[config.mk]
export PLATFORM = sky130hd
export DESIGN_NAME = alarm_unit
export DESIGN_NICKNAME = d
export VERILOG_FILES = /design/src/rtl/alarm_unit_pkg.sv /design/src/rtl/alarm_tone.sv /design/src/rtl/alarm_unit.sv
export SDC_FILE = /design/constraint.sdc
export NUM_CORES = 1
export LEC_CHECK = 0
export BUFFER_PORTS_ARGS = -buffer_cell sky130_fd_sc_hd__buf_2
export CAP_MARGIN = 30
export CORE_ASPECT_RATIO = 1.5
export CORE_MARGIN = 4
export CORE_UTILIZATION = 58
export DETAILED_ROUTE_END_ITERATION = 8
export GPL_TIMING_DRIVEN = 1
export PLACE_DENSITY_LB_ADDON = 0.08
export RECOVER_POWER = 100
export SLEW_MARGIN = 20
export SYNTH_ARGS = -nofsm -noshare
export SYNTH_HDL_FRONTEND = slang
export SYNTH_HIERARCHICAL = 1
export SYNTH_SLANG_ARGS = --single-unit
[constraint.sdc]
create_clock -name clk -period 3.55 [get_ports clk]
set_input_delay 0.1775 -clock clk [delete_from_list [all_inputs] [get_ports clk]]
set_output_delay 0.1775 -clock clk [all_outputs]
set_load 0.02 [all_outputs]
[src/rtl/alarm_unit_pkg.sv]
// Shared types and constants for the alarm stage: state encoding, time-field limits
// and the wrapping increment used by the alarm-set logic.
package alarm_unit_pkg;

  localparam int unsigned CNT_W  = 6;
  localparam int unsigned TONE_W = 32;

  typedef enum logic [1:0] {
    ST_IDLE  = 2'b00,
    ST_ARMED = 2'b01,
    ST_RING  = 2'b10
  } state_e;

  localparam logic [CNT_W-1:0] MAX_SEC  = CNT_W'(59);
  localparam logic [CNT_W-1:0] MAX_MIN  = CNT_W'(59);
  localparam logic [CNT_W-1:0] MAX_HOUR = CNT_W'(23);

  localparam logic POS_MIN  = 1'b0;
  localparam logic POS_HOUR = 1'b1;

  // Increment a time field, wrapping to zero after max (no carry out).
  function automatic logic [CNT_W-1:0] wrap_inc(input logic [CNT_W-1:0] v,
                                                input logic [CNT_W-1:0] max);
    return (v >= max) ? '0 : v + CNT_W'(1);
  endfunction

endpackage

[src/rtl/alarm_tone.sv]
// Square-wave tone generator: while enabled, toggles the output every TONE_HALF clocks;
// when disabled the counter and output are held at zero.
module alarm_tone
  import alarm_unit_pkg::*;
#(
  parameter int unsigned TONE_HALF = 25000
) (
  input  logic clk,
  input  logic rst_n,
  input  logic i_en,
  output logic o_buzz
);

  localparam logic [TONE_W-1:0] LAST = TONE_W'(TONE_HALF - 1);

  logic [TONE_W-1:0] tone_cnt_q;
  logic              buzz_q;

  always_ff @(posedge clk or negedge rst_n) begin
    if (!rst_n) begin
      tone_cnt_q <= '0;
      buzz_q     <= 1'b0;
    end else if (!i_en) begin
      tone_cnt_q <= '0;
      buzz_q     <= 1'b0;
    end else if (tone_cnt_q >= LAST) begin
      tone_cnt_q <= '0;
      buzz_q     <= ~buzz_q;
    end else begin
      tone_cnt_q <= tone_cnt_q + TONE_W'(1);
    end
  end

  assign o_buzz = buzz_q;

endmodule

[src/rtl/alarm_unit.sv]
// Alarm stage behind the hour/min/sec counters: samples the live time, holds a settable
// alarm time, and rings a beeping buzzer on match until stopped, disabled or timed out.
module alarm_unit
  import alarm_unit_pkg::*;
#(
  parameter int unsigned TONE_HALF = 25000,
  parameter int unsigned RING_SEC  = 30,
  parameter int unsigned RST_HOUR  = 7,
  parameter int unsigned RST_MIN   = 0
) (
  input  logic             clk,
  input  logic             rst_n,
  input  logic [CNT_W-1:0] i_sec,
  input  logic [CNT_W-1:0] i_min,
  input  logic [CNT_W-1:0] i_hour,
  input  logic             i_alarm_en,
  input  logic             i_set_pos,
  input  logic             i_set_inc,
  input  logic             i_stop,
  output logic [CNT_W-1:0] o_alarm_hour,
  output logic [CNT_W-1:0] o_alarm_min,
  output logic             o_ringing,
  output logic             o_buzz,
  output logic [1:0]       o_state
);

  localparam int unsigned RING_W = ($clog2(RING_SEC + 1) > 8) ? $clog2(RING_SEC + 1) : 8;
  localparam logic [RING_W-1:0] RING_LAST = RING_W'(RING_SEC - 1);

  state_e             state_q, state_d;
  logic [RING_W-1:0]  ring_cnt_q, ring_cnt_d;
  logic [CNT_W-1:0]   alarm_hour_q, alarm_hour_d;
  logic [CNT_W-1:0]   alarm_min_q, alarm_min_d;
  logic [CNT_W-1:0]   sec_d1_q, sec_d2_q, min_d1_q, hour_d1_q;
  logic               ringing_q;
  logic               tick_c, match_c, beep_on_c;

  // Live counts arrive from the ripple-clock domain; second edge is found on the d1/d2 pair.
  always_ff @(posedge clk or negedge rst_n) begin
    if (!rst_n) begin
      sec_d1_q  <= '0;
      sec_d2_q  <= '0;
      min_d1_q  <= '0;
      hour_d1_q <= '0;
    end else begin
      sec_d1_q  <= i_sec;
      sec_d2_q  <= sec_d1_q;
      min_d1_q  <= i_min;
      hour_d1_q <= i_hour;
    end
  end

  assign tick_c  = (sec_d1_q != sec_d2_q);
  assign match_c = tick_c && (sec_d1_q == '0) &&
                   (min_d1_q == alarm_min_q) && (hour_d1_q == alarm_hour_q);

  always_ff @(posedge clk or negedge rst_n) begin
    if (!rst_n) begin
      state_q      <= ST_IDLE;
      ring_cnt_q   <= '0;
      alarm_hour_q <= CNT_W'(RST_HOUR);
      alarm_min_q  <= CNT_W'(RST_MIN);
      ringing_q    <= 1'b0;
    end else begin
      state_q      <= state_d;
      ring_cnt_q   <= ring_cnt_d;
      alarm_hour_q <= alarm_hour_d;
      alarm_min_q  <= alarm_min_d;
      ringing_q    <= (state_d == ST_RING);
    end
  end

  always_comb begin
    state_d      = state_q;
    ring_cnt_d   = ring_cnt_q;
    alarm_hour_d = alarm_hour_q;
    alarm_min_d  = alarm_min_q;

    if (!i_alarm_en) begin
      state_d = ST_IDLE;
    end else begin
      unique case (state_q)
        ST_IDLE:  state_d = ST_ARMED;
        ST_ARMED: begin
          if (!i_stop && match_c) begin
            state_d    = ST_RING;
            ring_cnt_d = '0;
          end
        end
        ST_RING: begin
          if (i_stop) begin
            state_d = ST_ARMED;
          end else if (tick_c) begin
            if (ring_cnt_q == RING_LAST) state_d = ST_ARMED;
            else                         ring_cnt_d = ring_cnt_q + RING_W'(1);
          end
        end
        default:  state_d = ST_IDLE;
      endcase
    end

    // Alarm time is frozen while ringing so a stray press cannot move a live alarm.
    if (i_set_inc && (state_q != ST_RING)) begin
      if (i_set_pos == POS_HOUR) alarm_hour_d = wrap_inc(alarm_hour_q, MAX_HOUR);
      else                       alarm_min_d  = wrap_inc(alarm_min_q, MAX_MIN);
    end
  end

  // Tone runs only in even ring seconds; gating on next state silences it on the leaving edge.
  assign beep_on_c = (state_q == ST_RING) && (state_d == ST_RING) && !ring_cnt_d[0];

  alarm_tone #(
    .TONE_HALF (TONE_HALF)
  ) u_tone (
    .clk    (clk),
    .rst_n  (rst_n),
    .i_en   (beep_on_c),
    .o_buzz (o_buzz)
  );

  assign o_alarm_hour = alarm_hour_q;
  assign o_alarm_min  = alarm_min_q;
  assign o_ringing    = ringing_q;
  assign o_state      = state_q;

endmodule

==> results of run 1 <==
where the power goes:
| part | switching, mW | internal [mW] |
|---|---|---|
| sequential | 0.0864 | 0.978 |
| combinational | 0.171 | 0.124 |
| clock | 0.314 | 0.246 |
cell families (layout without fill, tap and decap cells):
family / after synthesis / after routing / share of synthesized area (%)
AOI/OAI and AO/OA: 42 / 42 / 9.075
xor gates and xnor gates: 31 / 31 / 7.967
adders and majority gates: 10 / 10 / 3.501
buffers and inverters: 16 / 84 / 2.429
DFF: 80 / 80 / 57.27
muxes: 4 / 4 / 1.357
other: 1 / 17 / 0.1071
and+or+nand+nor: 122 / 122 / 18.29
layout make-up:
type | count | area share [%]
sequential | 80 | 48.71
multi-input combinational | 226 | 35.28
timing repair buffer | 60 | 9.085
clock buffer | 9 | 3.008
tap | 72 | 2.188
clock inverter | 6 | 0.9116
inverter | 9 | 0.8204
registers in the layout, indices dropped and copies added (netlist names):
| register | count |
|---|---|
| u_tone/tone_cnt_q | 32 |
| ring_cnt_q | 8 |
| hour_d1_q | 6 |
| min_d1_q | 6 |
| o_alarm_hour | 6 |
| o_alarm_min | 6 |
| sec_d1_q | 6 |
| sec_d2_q | 6 |
| o_state | 2 |
| o_ringing | 1 |
| u_tone/o_buzz | 1 |
critical path, stage by stage (launching register included):
cell                       delay, ns
sky130_fd_sc_hd__dfstp_1        0.64
sky130_fd_sc_hd__xnor2_1        0.15
sky130_fd_sc_hd__nand4_1        0.13
sky130_fd_sc_hd__nor4_2         0.36
sky130_fd_sc_hd__nand3_1        0.12
sky130_fd_sc_hd__a221oi_1       0.36
sky130_fd_sc_hd__and4b_1        0.26
sky130_fd_sc_hd__nor4b_1        0.23
sky130_fd_sc_hd__nand4_1        0.12
sky130_fd_sc_hd__a41o_2         0.37
sky130_fd_sc_hd__mux2_4         0.33
final timing paths:
check / depth (start not counted) / endpoint / start
max in group asynchronous: 3 / u_tone/tone_cnt_q[9]$_DFF_PN0_ / rst_n
worst max-delay path: 10 / u_tone/o_buzz$_DFFE_PN0P_ / o_alarm_hour[2]$_DFFE_PN1P_
worst min register to register: 0 / sec_d2_q[2]$_DFF_PN0_ / sec_d1_q[2]$_DFF_PN0_
worst max register to register: 10 / u_tone/o_buzz$_DFFE_PN0P_ / o_alarm_hour[2]$_DFFE_PN1P_
min in group asynchronous: 2 / ring_cnt_q[0]$_DFF_PN0_ / rst_n
worst min-delay path: 3 / o_state[0]$_DFF_PN0_ / i_alarm_en
placed cells by master (no fill, tap or decap), types with 11 or more instances in the layout:
cell / n
sky130_fd_sc_hd__nand3_1: 11
sky130_fd_sc_hd__clkbuf_1: 17
sky130_fd_sc_hd__xnor2_1: 22
sky130_fd_sc_hd__nor2_1: 32
sky130_fd_sc_hd__nand2_1: 25
sky130_fd_sc_hd__buf_2: 22
sky130_fd_sc_hd__dfrtp_1: 77
sky130_fd_sc_hd__o21ai_0: 14
sky130_fd_sc_hd__conb_1: 17
sky130_fd_sc_hd__nand4_1: 11
sky130_fd_sc_hd__dlygate4sd3_1: 19
metal layers:
| layer | global-route usage [%] | wire [um] | vias to the layer above | share of wire (%) |
|---|---|---|---|---|
| met5 | 0 | 0 | - | 0 |
| met4 | 8.394 | 124 | 0 | 1.8 |
| li1 | - | - | 1216 | - |
| met1 | 22.19 | 2667 | 1239 | 39 |
| met2 | 39.02 | 3724 | 55 | 55 |
| met3 | 4.642 | 284 | 12 | 4.2 |
metrics by stage:
| step | hold WS [ns] | setup slack [ns] | utilization (%) | instances |
|---|---|---|---|---|
| finish | 0.1520 | 0.3562 | 70.65 | 462 |
| global route | 0.1703 | 0.1614 | 70.65 | 462 |
| CTS | 0.01211 | 0.4894 | 71.17 | 460 |
| detailed placement | 0.2868 | 0.5035 | 65.31 | 427 |
| global placement | 0.2849 | 0.5765 | 65.31 | 427 |
| floorplan | -0.1181 | 0.7386 | - | 322 |
==> impl_summary.log, run 1 <==
INFO  metric status = complete, but fails checks
INFO  metric failed_checks = max-capacitance violations, max-slew violations
INFO  metric dp_area = 3806 sq um
INFO  metric ys_seq_elements = 80
INFO  metric r2r_slack = 0.36 ns
INFO  metric overall_global_routing_resource_usage = between 20% and 30%
INFO  metric setup-tns-final = 0 ns
INFO  metric post_cts_resize_count = 0
INFO  metric floorplan.rows = 34
INFO  metric area_overhead_vs_synth = 17.58%
INFO  metric drtAntennaViolNets = 0
INFO  metric first_pass_grt_wire_length = between 10 and 15 mm
INFO  metric syn-mean-instance-area = 11.44 sq um
INFO  metric report.final.slew_viol_count = 33
INFO  metric power_density = 466.2 nW/um^2
INFO  metric number_of_enable_type_register_cells_in_the_synthesized_netlist = 0
INFO  metric global_route.overflow_total = 0
INFO  metric post-route-period-util = 89.97%
INFO  metric yosys.area.top_type_share = between 50 and 60%
INFO  metric synthCells = 306
INFO  metric finClkSkew = ~0.009 ns
INFO  metric die_width = 71.45 um
INFO  metric cts_post_setup_buffers_inserted = 0
INFO  metric design_power_total = 1.920 mW
INFO  metric tritoncts = yes
INFO  metric netlist_area_pre_place = 3502 sq um
INFO  metric cp.required = 3.77 ns
INFO  metric unrepaired_setup_endpoints_after_global_routing = no
INFO  metric insertion_delay = 0.34 ns
INFO  metric critical_path.max_fanout = 16
INFO  metric filler_cell_count = about 430
INFO  metric worst_ep_arrival_time = 3.41 ns
INFO  metric wire_per_inst = ~15 um
INFO  metric yosys.cell_count.top_type = sky130_fd_sc_hd__dfrtp_1
INFO  metric setup_viol = 0
INFO  metric synth-main-ff-cell = sky130_fd_sc_hd__dfrtp_1
INFO  metric finalWirelength = 6.800 mm
INFO  metric root_driver = sky130_fd_sc_hd__clkbuf_8
INFO  metric ff_latch_area = 2006 sq um
INFO  metric drtIter0Drc = ~150
INFO  metric cts_max_path_buffers = 2
INFO  metric diodes = 0
INFO  metric netlist_top_cells_count = 77 x sky130_fd_sc_hd__dfrtp_1, 32 x sky130_fd_sc_hd__nor2_1, 25 x sky130_fd_sc_hd__nand2_1
INFO  metric worst_setup_hold_path_clk_slew = 0.08 ns
INFO  metric count_of_synthesis_stage_warnings_from_yosys = 6
INFO  metric seq_area_frac_synth = between 50 and 60%
INFO  metric drt_first_pass_iters = 4
INFO  metric multi_input_comb_area = 1453 sq um
INFO  metric peakVddDrop = 0.4152 mV
INFO  metric top_level_ports = 40
INFO  metric number_of_antenna_violations_at_the_first_check_in_global_routing = 0
INFO  metric timing_hold_violations_final = 0
INFO  metric clock-sinks = 80
INFO  metric async_flop_share = between 90% and 100%
INFO  metric max_cap_viol_count = 1
INFO  metric nNetsFinal = 419
INFO  metric post-synth-top-area-cell = sky130_fd_sc_hd__dfrtp_1
INFO  metric element_type_at_the_critical_path_end = flop
INFO  metric floorplan.initialDensity = 60.09%
INFO  metric setup.worst_path.class = reg2reg
INFO  metric synth.lib_cells_used.distinct = 56
INFO  metric holdBufCountCts = 18
INFO  metric half_perimeter_wire_length_after_detailed_placement = 4.601 mm
INFO  metric vias_per_cell = 5.459
INFO  metric core_area = between 5000 and 6000 sq um
INFO  metric pin_count_of_the_biggest_net_entering_global_routing = 81
INFO  metric vias = 2522
INFO  metric port-buffer-count = 39
INFO  metric holdCritPathClass = in2reg
INFO  metric number_of_global_route_vias_before_repair = 2669
INFO  metric start_kind = flop
INFO  metric drt_drc_violations_left = 0
INFO  metric maxSlewHeadroom = -7.839%
INFO  metric die_h = 103.2 um
INFO  metric leakage = 1.763 nW
INFO  metric synthTopCellsByArea = sky130_fd_sc_hd__dfrtp_1 55%, sky130_fd_sc_hd__xnor2_1 5.5%, sky130_fd_sc_hd__nor2_1 3.4%
INFO  metric numCtsBuffers = 9
INFO  metric max_freq = 0.3131 GHz
INFO  metric period_minus_slack = 3.194 ns
INFO  metric worst_slew_pin_slew = around 1.6 ns
INFO  metric cts-htree-levels = 3
INFO  metric die_area = 7371 sq um
INFO  metric drive_gt1_share = 14.10%
INFO  metric gp_congestion = about 0.82
INFO  metric layout.cell_area.non_filler = 4118 sq um
No activity file was read; power rests on OpenSTA's default activity.
==> run 2, diff against run 1 <==
--- a/config.mk
+++ b/config.mk
@@ -17,5 +17,4 @@
 export SLEW_MARGIN = 20
 export SYNTH_ARGS = -nofsm -noshare
 export SYNTH_HDL_FRONTEND = slang
-export SYNTH_HIERARCHICAL = 1
 export SYNTH_SLANG_ARGS = --single-unit
==> run 2 against run 1 <==
Effect of this change: register-to-register slack better by 0.32 ns; critical path type unchanged; largest power group unchanged; first-iteration DRC count grew 27%; critical path depth is 3 lower; highest routed layer unchanged; worst setup slack improved by 0.32 ns; the run now ends clean; combinational power about the same; final area up 3.2%; cell count grew 2.4%.
==> impl_summary.log, run 2 <==
INFO  metric pin_count_of_the_biggest_net_entering_global_routing = 81
INFO  metric root_driver = sky130_fd_sc_hd__clkbuf_8
INFO  metric syn-mean-instance-area = 11.30 sq um
INFO  metric core_area = 5871 sq um
INFO  metric number_of_enable_type_register_cells_in_the_synthesized_netlist = 0
INFO  metric die_h = 104.1 um
INFO  metric synthTopCellsByArea = sky130_fd_sc_hd__dfrtp_1 54%, sky130_fd_sc_hd__xor2_1 6.9%, sky130_fd_sc_hd__ha_1 3.2%
INFO  metric number_of_global_route_vias_before_repair = ~2700
INFO  metric overall_global_routing_resource_usage = 20.72%
INFO  metric diodes = 0
INFO  metric worst_slew_pin_slew = between 1 and 1.5 ns
INFO  metric registers_with_the_most_flip_flops = u_tone.tone_cnt_q (32), ring_cnt_q (8)
INFO  metric setup.worst_path.class = reg2reg
INFO  metric half_perimeter_wire_length_after_detailed_placement = 4.785 mm
INFO  metric count_of_synthesis_stage_warnings_from_yosys = 0
INFO  metric netlist_top_cells_count = 77 x sky130_fd_sc_hd__dfrtp_1, 30 x sky130_fd_sc_hd__nand2_1, 28 x sky130_fd_sc_hd__xor2_1
INFO  metric unrepaired_setup_endpoints_after_global_routing = no
INFO  metric max_cap_viol_count = 0
INFO  metric cts-htree-levels = 3
INFO  metric insertion_delay = 0.35 ns
INFO  metric fin_util = roughly 72%
INFO  metric floorplan.rows = 34
INFO  metric setup-tns-final = 0 ns
INFO  metric report.final.slew_viol_count = 0
INFO  metric area_overhead_vs_synth = 18.98%
INFO  metric status = complete, no violations
INFO  metric synth.lib_cells_used.distinct = 52
INFO  metric timing_hold_violations_final = 0
INFO  metric post-synth-top-area-cell = sky130_fd_sc_hd__dfrtp_1
INFO  metric top_register = u_tone.tone_cnt_q
INFO  metric largest_register_ff_count = 32
INFO  metric cp.required = 3.81 ns
INFO  metric period_minus_slack = around 2.9 ns
INFO  metric filler_cell_count = between 400 and 500
INFO  metric gp_congestion = 0.9362
INFO  metric maxSlewHeadroom = 2.001%
INFO  metric number_of_antenna_violations_at_the_first_check_in_global_routing = 0
INFO  metric worst_ep_arrival_time = 3.14 ns
INFO  metric drt_first_pass_iters = 4
INFO  metric clock-sinks = 80
INFO  metric worst_setup_hold_path_clk_slew = ~0.080 ns
INFO  metric max_freq = 0.3475 GHz
INFO  metric netlist_area_pre_place = about 3600 sq um
INFO  metric numPlacedInstances = between 400 and 500
INFO  metric r2r_slack = 0.67 ns
INFO  metric numCtsBuffers = 9
INFO  metric wire_per_inst = approximately 15 um
INFO  metric setup_viol = 0
INFO  metric final-instance-count-excl-fill = 473
INFO  metric reg2regPathDepth = 7
INFO  metric layout.cells.most_common = sky130_fd_sc_hd__dfrtp_1
INFO  metric holdPathStages = 3
INFO  metric first_pass_grt_wire_length = 12.25 mm
INFO  metric post_cts_resize_count = 0
INFO  metric die_width = slightly above 70 um
INFO  metric drtAntennaViolNets = 0
INFO  metric hp-start = i_alarm_en
INFO  metric global_route.overflow_total = 0
INFO  metric die_area = 7504 sq um
INFO  metric seq_area_frac_synth = 56.15%
INFO  metric top_level_ports = 40
INFO  metric post-route-period-util = 81.06%
INFO  metric synthCells = 316
INFO  metric peakVddDrop = about 0.45 mV
INFO  metric element_type_at_the_critical_path_end = flop
INFO  metric timing.hold.worst_endpoint = ring_cnt_q[5]$_DFFE_PN0P_
INFO  metric ys_seq_elements = 80
INFO  metric yosys.cell_count.top_type = sky130_fd_sc_hd__dfrtp_1
INFO  metric holdCritPathClass = in2reg
INFO  metric async_flop_share = 100.0%
INFO  metric floorplan.initialDensity = 60.85%
INFO  metric yosys.area.top_type_share = between 50% and 60%
INFO  metric critical_path.reg2reg.startpoint = o_state[0]$_DFF_PN0_
INFO  metric critical_path.max_fanout = 16
INFO  metric tritoncts = yes
INFO  metric leakage = 1.866 nW
INFO  metric mostFrequentLayoutCells = 77 x sky130_fd_sc_hd__dfrtp_1, 30 x sky130_fd_sc_hd__nand2_1, 28 x sky130_fd_sc_hd__xor2_1
INFO  metric synth-main-ff-cell = sky130_fd_sc_hd__dfrtp_1
INFO  metric drive_gt1_share = 12.47%
INFO  metric power_density = 497.6 nW/um^2
INFO  metric reg2reg_to = u_tone.tone_cnt_q[0]$_DFF_PN0_
INFO  metric vias_per_cell = between 5 and 6
INFO  metric port-buffer-count = 39
INFO  metric cts_max_path_buffers = 2
INFO  metric vias = 2680
INFO  metric drt_drc_violations_left = 0
INFO  metric nNetsFinal = 429
INFO  metric drtIter0Drc = between 150 and 200
INFO  metric finalWirelength = 7.106 mm
INFO  metric start_kind = flop
INFO  metric finClkSkew = 0.007975 ns
run 2: cell count changes after synthesis, moves of 5 or more:
cell                      delta
sky130_fd_sc_hd__xor2_1     +20
sky130_fd_sc_hd__nand2_1     +5
sky130_fd_sc_hd__nand3_1     +5
sky130_fd_sc_hd__nor2_1     -20
sky130_fd_sc_hd__a221o_1     -5
sky130_fd_sc_hd__nor3_2      +8
sky130_fd_sc_hd__o21ai_0     +8
sky130_fd_sc_hd__xnor2_1    -17
run 2: through the flow:
step / area (sq um) / hold WS, ns / setup WS (ns) / power [mW]
after global placement: 3890 / 0.2849 / 0.9726 / 1.375
after CTS: 4298 / 0.005145 / 0.7394 / 2.139
after global routing: 4250 / 0.1793 / 0.4150 / 2.215
after detailed placement: 3890 / 0.2868 / 0.8452 / 1.386
final: 4250 / 0.1605 / 0.6722 / 2.115
after floorplan: 3632 / -0.1181 / 1.248 / 1.264
run 2: cells by family (layout without fill, tap and decap cells):
group | count (synthesis) | after routing | share of synthesized area (%)
buf+inv | 14 | 83 | 1.786
flops | 80 | 80 | 56.15
xor+xnor | 33 | 33 | 8.091
compound gates | 58 | 58 | 10.79
fa+ha+maj | 10 | 10 | 3.433
simple gates | 119 | 119 | 19.37
mux | 1 | 1 | 0.2802
other cells | 1 | 17 | 0.1050
run 2: critical path, stage by stage, from the launching register on:
cell and delay (ns):
sky130_fd_sc_hd__dfrtp_1 0.49, sky130_fd_sc_hd__inv_1 0.11, sky130_fd_sc_hd__ha_1 0.37, sky130_fd_sc_hd__nand2_1 0.11
sky130_fd_sc_hd__a2111oi_0 0.73, sky130_fd_sc_hd__xnor2_1 0.21, sky130_fd_sc_hd__nand4_2 0.43, sky130_fd_sc_hd__nor3_1 0.33
run 2: repair_timing:
item | in CTS | in global routing
endpoints found under the hold margin | 18 | 16
buffers inserted | 0 | 0
hold buffers | 18 | 1
run 2: how the worst max path moves through the flow:
stage	start	cells after the start	end
2_1_floorplan	o_state[0]$_DFF_PN0_	8	u_tone.tone_cnt_q[10]$_DFF_PN0_
3_3_place_gp	o_state[0]$_DFF_PN0_	7	u_tone.tone_cnt_q[3]$_DFF_PN0_
3_5_place_dp	o_state[0]$_DFF_PN0_	7	u_tone.tone_cnt_q[7]$_DFF_PN0_
4_1_cts	o_state[0]$_DFF_PN0_	7	u_tone.tone_cnt_q[4]$_DFF_PN0_
5_1_grt	o_state[0]$_DFF_PN0_	7	u_tone.tone_cnt_q[0]$_DFF_PN0_
6_report	o_state[0]$_DFF_PN0_	7	u_tone.tone_cnt_q[0]$_DFF_PN0_
run 2: area by class of cell:
| type | count | area, sq um | share of cell area, % |
|---|---|---|---|
| Multi-Input combinational cell | 238 | 1526 | 35.91 |
| Inverter | 7 | 26.28 | 0.6182 |
| Clock inverter | 7 | 103.9 | 2.443 |
| Clock buffer | 9 | 123.9 | 2.914 |
| Sequential cell | 80 | 2006 | 47.19 |
| Tap cell | 72 | 90.09 | 2.120 |
| Timing Repair Buffer | 60 | 374.1 | 8.802 |
run 2: per-layer routing:
layer	global-route usage [%]	wire [um]	up-vias
met1	24.74	2855	1310
met4	9.946	236	0
met3	4.255	250	20
met2	34.81	3763	67
met5	0	0	-
li1	-	-	1283
run 2: report_power, final:
group	total, mW	internal [mW]	switching [mW]
clock network	0.743	0.403	0.340
logic	0.298	0.115	0.183
registers	1.07	0.984	0.0897
==> run 3, diff against run 2 <==
--- a/config.mk
+++ b/config.mk
@@ -9,7 +9,7 @@
 export CAP_MARGIN = 30
 export CORE_ASPECT_RATIO = 1.5
 export CORE_MARGIN = 4
-export CORE_UTILIZATION = 58
+export CORE_UTILIZATION = 52
 export DETAILED_ROUTE_END_ITERATION = 8
 export GPL_TIMING_DRIVEN = 1
 export PLACE_DENSITY_LB_ADDON = 0.08
==> constraint.sdc (replaced) <==
create_clock -name clk -period 2.6 [get_ports clk]
set_input_delay 0.13 -clock clk [delete_from_list [all_inputs] [get_ports clk]]
set_output_delay 0.13 -clock clk [all_outputs]
set_load 0.02 [all_outputs]
==> run 3 against run 2 <==
Effect of this change: the flow now finishes with violations (max-capacitance violations, max-slew violations); highest routed layer unchanged; via count fell by 2.4%; fmax rose by 23%; cell count rose by 1.7%; worst hold slack got worse by 0.029 ns; wire length fell by 2.4%; largest power group unchanged; flip-flop and latch count did not move; clock-buffer cell count rose by 1; largest cell class unchanged.
==> impl_summary.log, run 3 (synthesis gave the netlist of run 2 again) <==
INFO  metric worst_ep_arrival_time = 2.54 ns
INFO  metric period_minus_slack = 2.341 ns
INFO  metric post-route-period-util = 90.04%
INFO  metric root_driver = sky130_fd_sc_hd__clkbuf_8
INFO  metric layout.cell_area.non_filler = about 4300 sq um
INFO  metric die_h = between 100 and 150 um
INFO  metric tritoncts = yes
INFO  metric max_freq = 0.4272 GHz
INFO  metric setup.worst_path.class = reg2reg
INFO  metric vias_per_cell = 5.441
INFO  metric mostFrequentLayoutCells = 77 x sky130_fd_sc_hd__dfrtp_1, 30 x sky130_fd_sc_hd__nand2_1, 28 x sky130_fd_sc_hd__xor2_1
INFO  metric cts_post_setup_buffers_inserted = 0
INFO  metric drt_drc_violations_left = 0
INFO  metric r2r_slack = around 0.26 ns
INFO  metric cp-startpoint = ring_cnt_q[0]$_DFF_PN0_
INFO  metric top_signal_layer_used = met4
INFO  metric start_kind = flop
INFO  metric pin_count_of_the_biggest_net_entering_global_routing = 81
INFO  metric pre_cts_slack = 0.2637 ns
INFO  metric die_area = just over 8000 sq um
INFO  metric top_register = u_tone.tone_cnt_q
INFO  metric report.final.slew_viol_count = 40
INFO  metric drt_first_pass_iters = 4
INFO  metric met3_wl_post_dr = 236 um
INFO  metric cp.required = 2.80 ns
INFO  metric worst_setup_hold_path_clk_slew = 0.09 ns
INFO  metric global_route.overflow_total = 0
INFO  metric peakVddDrop = roughly 0.46 mV
INFO  metric wl_met1 = 2.938 mm
INFO  metric gp_congestion = 0.8382
INFO  metric power_density = approximately 640 nW/um^2
INFO  metric layout.cells.most_common = sky130_fd_sc_hd__dfrtp_1
INFO  metric finalHoldWorstSlack = 0.1318 ns
INFO  metric timing_hold_violations_final = 0
INFO  metric drtIter0Drc = 106
INFO  metric drtAntennaViolNets = 0
INFO  metric first_pass_grt_wire_length = 11.91 mm
INFO  metric maxSlewHeadroom = -36.17%
INFO  metric cts-htree-levels = 3
INFO  metric leakage = 1.855 nW
INFO  metric registers_with_the_most_flip_flops = u_tone.tone_cnt_q (32), ring_cnt_q (8)
INFO  metric design_power_total = 2.700 mW
INFO  metric die_width = approximately 76 um
INFO  metric number_of_global_route_vias_before_repair = 2679
INFO  metric element_type_at_the_critical_path_end = flop
INFO  metric nNetsFinal = approximately 430
INFO  metric floorplan.initialDensity = 54.32%
INFO  metric critical_path.max_fanout = 16
INFO  metric cts_max_path_buffers = 2
INFO  metric holdCritPathClass = in2reg
INFO  metric finClkSkew = 0.01308 ns
INFO  metric numPlacedInstances = between 400 and 500
INFO  metric failed_checks = max-capacitance violations, max-slew violations
INFO  metric number_of_antenna_violations_at_the_first_check_in_global_routing = 0
INFO  metric status = complete, but fails checks
INFO  metric overall_global_routing_resource_usage = 19.10%
INFO  metric wire_per_inst = 14.43 um
INFO  metric half_perimeter_wire_length_after_detailed_placement = 4.730 mm
INFO  metric largest_register_ff_count = 32
INFO  metric setup-tns-final = 0 ns
INFO  metric max_cap_viol_count = 1
INFO  metric numCtsBuffers = 9
INFO  metric reg2reg_to = u_tone.tone_cnt_q[2]$_DFF_PN0_
INFO  metric floorplan.rows = 36
INFO  metric port-buffer-count = 39
INFO  metric reg2regPathDepth = 8
INFO  metric diodes = 0
INFO  metric area_overhead_vs_synth = 18.98%
INFO  metric finalWirelength = 6.939 mm
INFO  metric critical_path.reg2reg.startpoint = ring_cnt_q[0]$_DFF_PN0_
INFO  metric drive_gt1_share = 13.33%
INFO  metric final-instance-count-excl-fill = roughly 480
INFO  metric setup_viol = 0
INFO  metric setup_slack = 0.2591 ns
INFO  metric unrepaired_setup_endpoints_after_global_routing = no
INFO  metric met2RoutedLength = roughly 3.6 mm
INFO  metric insertion_delay = ~0.35 ns
INFO  metric crit_end = u_tone.tone_cnt_q[2]$_DFF_PN0_
INFO  metric dp_area = 3925 sq um
INFO  metric fin_util = 64.63%
INFO  metric vias = around 2600
INFO  metric clock-sinks = 80
INFO  metric core_area = 6576 sq um
INFO  metric worst_slew_pin_slew = 2.042 ns
INFO  metric top_level_ports = 40
## run 3: cell types whose count changed in the layout (fill, tap and decap cells not counted), sizes merged
| cell | previous run | this run |
|---|---|---|
| clkinvlp | 0 | 2 |
| clkbuf | 27 | 30 |
| inv | 8 | 9 |
| buf | 23 | 25 |
| clkinv | 4 | 2 |
| bufinv | 2 | 0 |
## run 3: worst max-delay path, stage by stage, from the launching register on
cell and delay [ns]:
sky130_fd_sc_hd__dfrtp_1 0.49, sky130_fd_sc_hd__ha_1 0.18, sky130_fd_sc_hd__or4b_4 0.48, sky130_fd_sc_hd__nor2_4 0.13
sky130_fd_sc_hd__a21boi_0 0.33, sky130_fd_sc_hd__o21ai_1 0.16, sky130_fd_sc_hd__nand4_2 0.10, sky130_fd_sc_hd__buf_4 0.23
sky130_fd_sc_hd__nor3_1 0.09
## run 3: per-layer routing
| metal | up-vias | global-route usage, % |
|---|---|---|
| met5 | - | 0 |
| met2 | 48 | 31.15 |
| met3 | 16 | 4.666 |
| li1 | 1279 | - |
| met4 | 0 | 9.375 |
| met1 | 1274 | 23.22 |
## run 3: area by class of cell
cell class,count,area (sq um)
Clock buffer,10,137.6
Multi-Input combinational cell,238,1533
Tap cell,76,95.09
Timing Repair Buffer,64,410.4
Fill cell,564,2326
Sequential cell,80,2006
Clock inverter,6,42.54
Inverter,7,26.28
## run 3: timing repair
| item | CTS | global route |
|---|---|---|
| resized for setup | 0 | 1 |
| endpoints found under the hold margin | 95 | 0 |
| setup endpoints to repair | 0 | 5 |
| hold buffers | 19 | 0 |
## run 3: how the worst min path moves through the flow
| stage | slack, ns | start | cells past startpoint | endpoint |
|---|---|---|---|---|
| after floorplan | -0.17 | rst_n | 0 | hour_d1_q[0]$_DFF_PN0_ |
| after global placement | 0.24 | i_sec[1] | 1 | sec_d1_q[1]$_DFF_PN0_ |
| after detailed placement | 0.24 | i_sec[1] | 1 | sec_d1_q[1]$_DFF_PN0_ |
| after CTS | 0.08 | i_alarm_en | 3 | ring_cnt_q[5]$_DFFE_PN0P_ |
| after global routing | 0.12 | i_alarm_en | 3 | o_state[0]$_DFF_PN0_ |
| final | 0.13 | i_alarm_en | 3 | o_state[0]$_DFF_PN0_ |
## run 3: power breakdown
group / switching (mW) / internal [mW]
logic: 0.245 / 0.160
registers: 0.121 / 1.35
clock network: 0.449 / 0.376
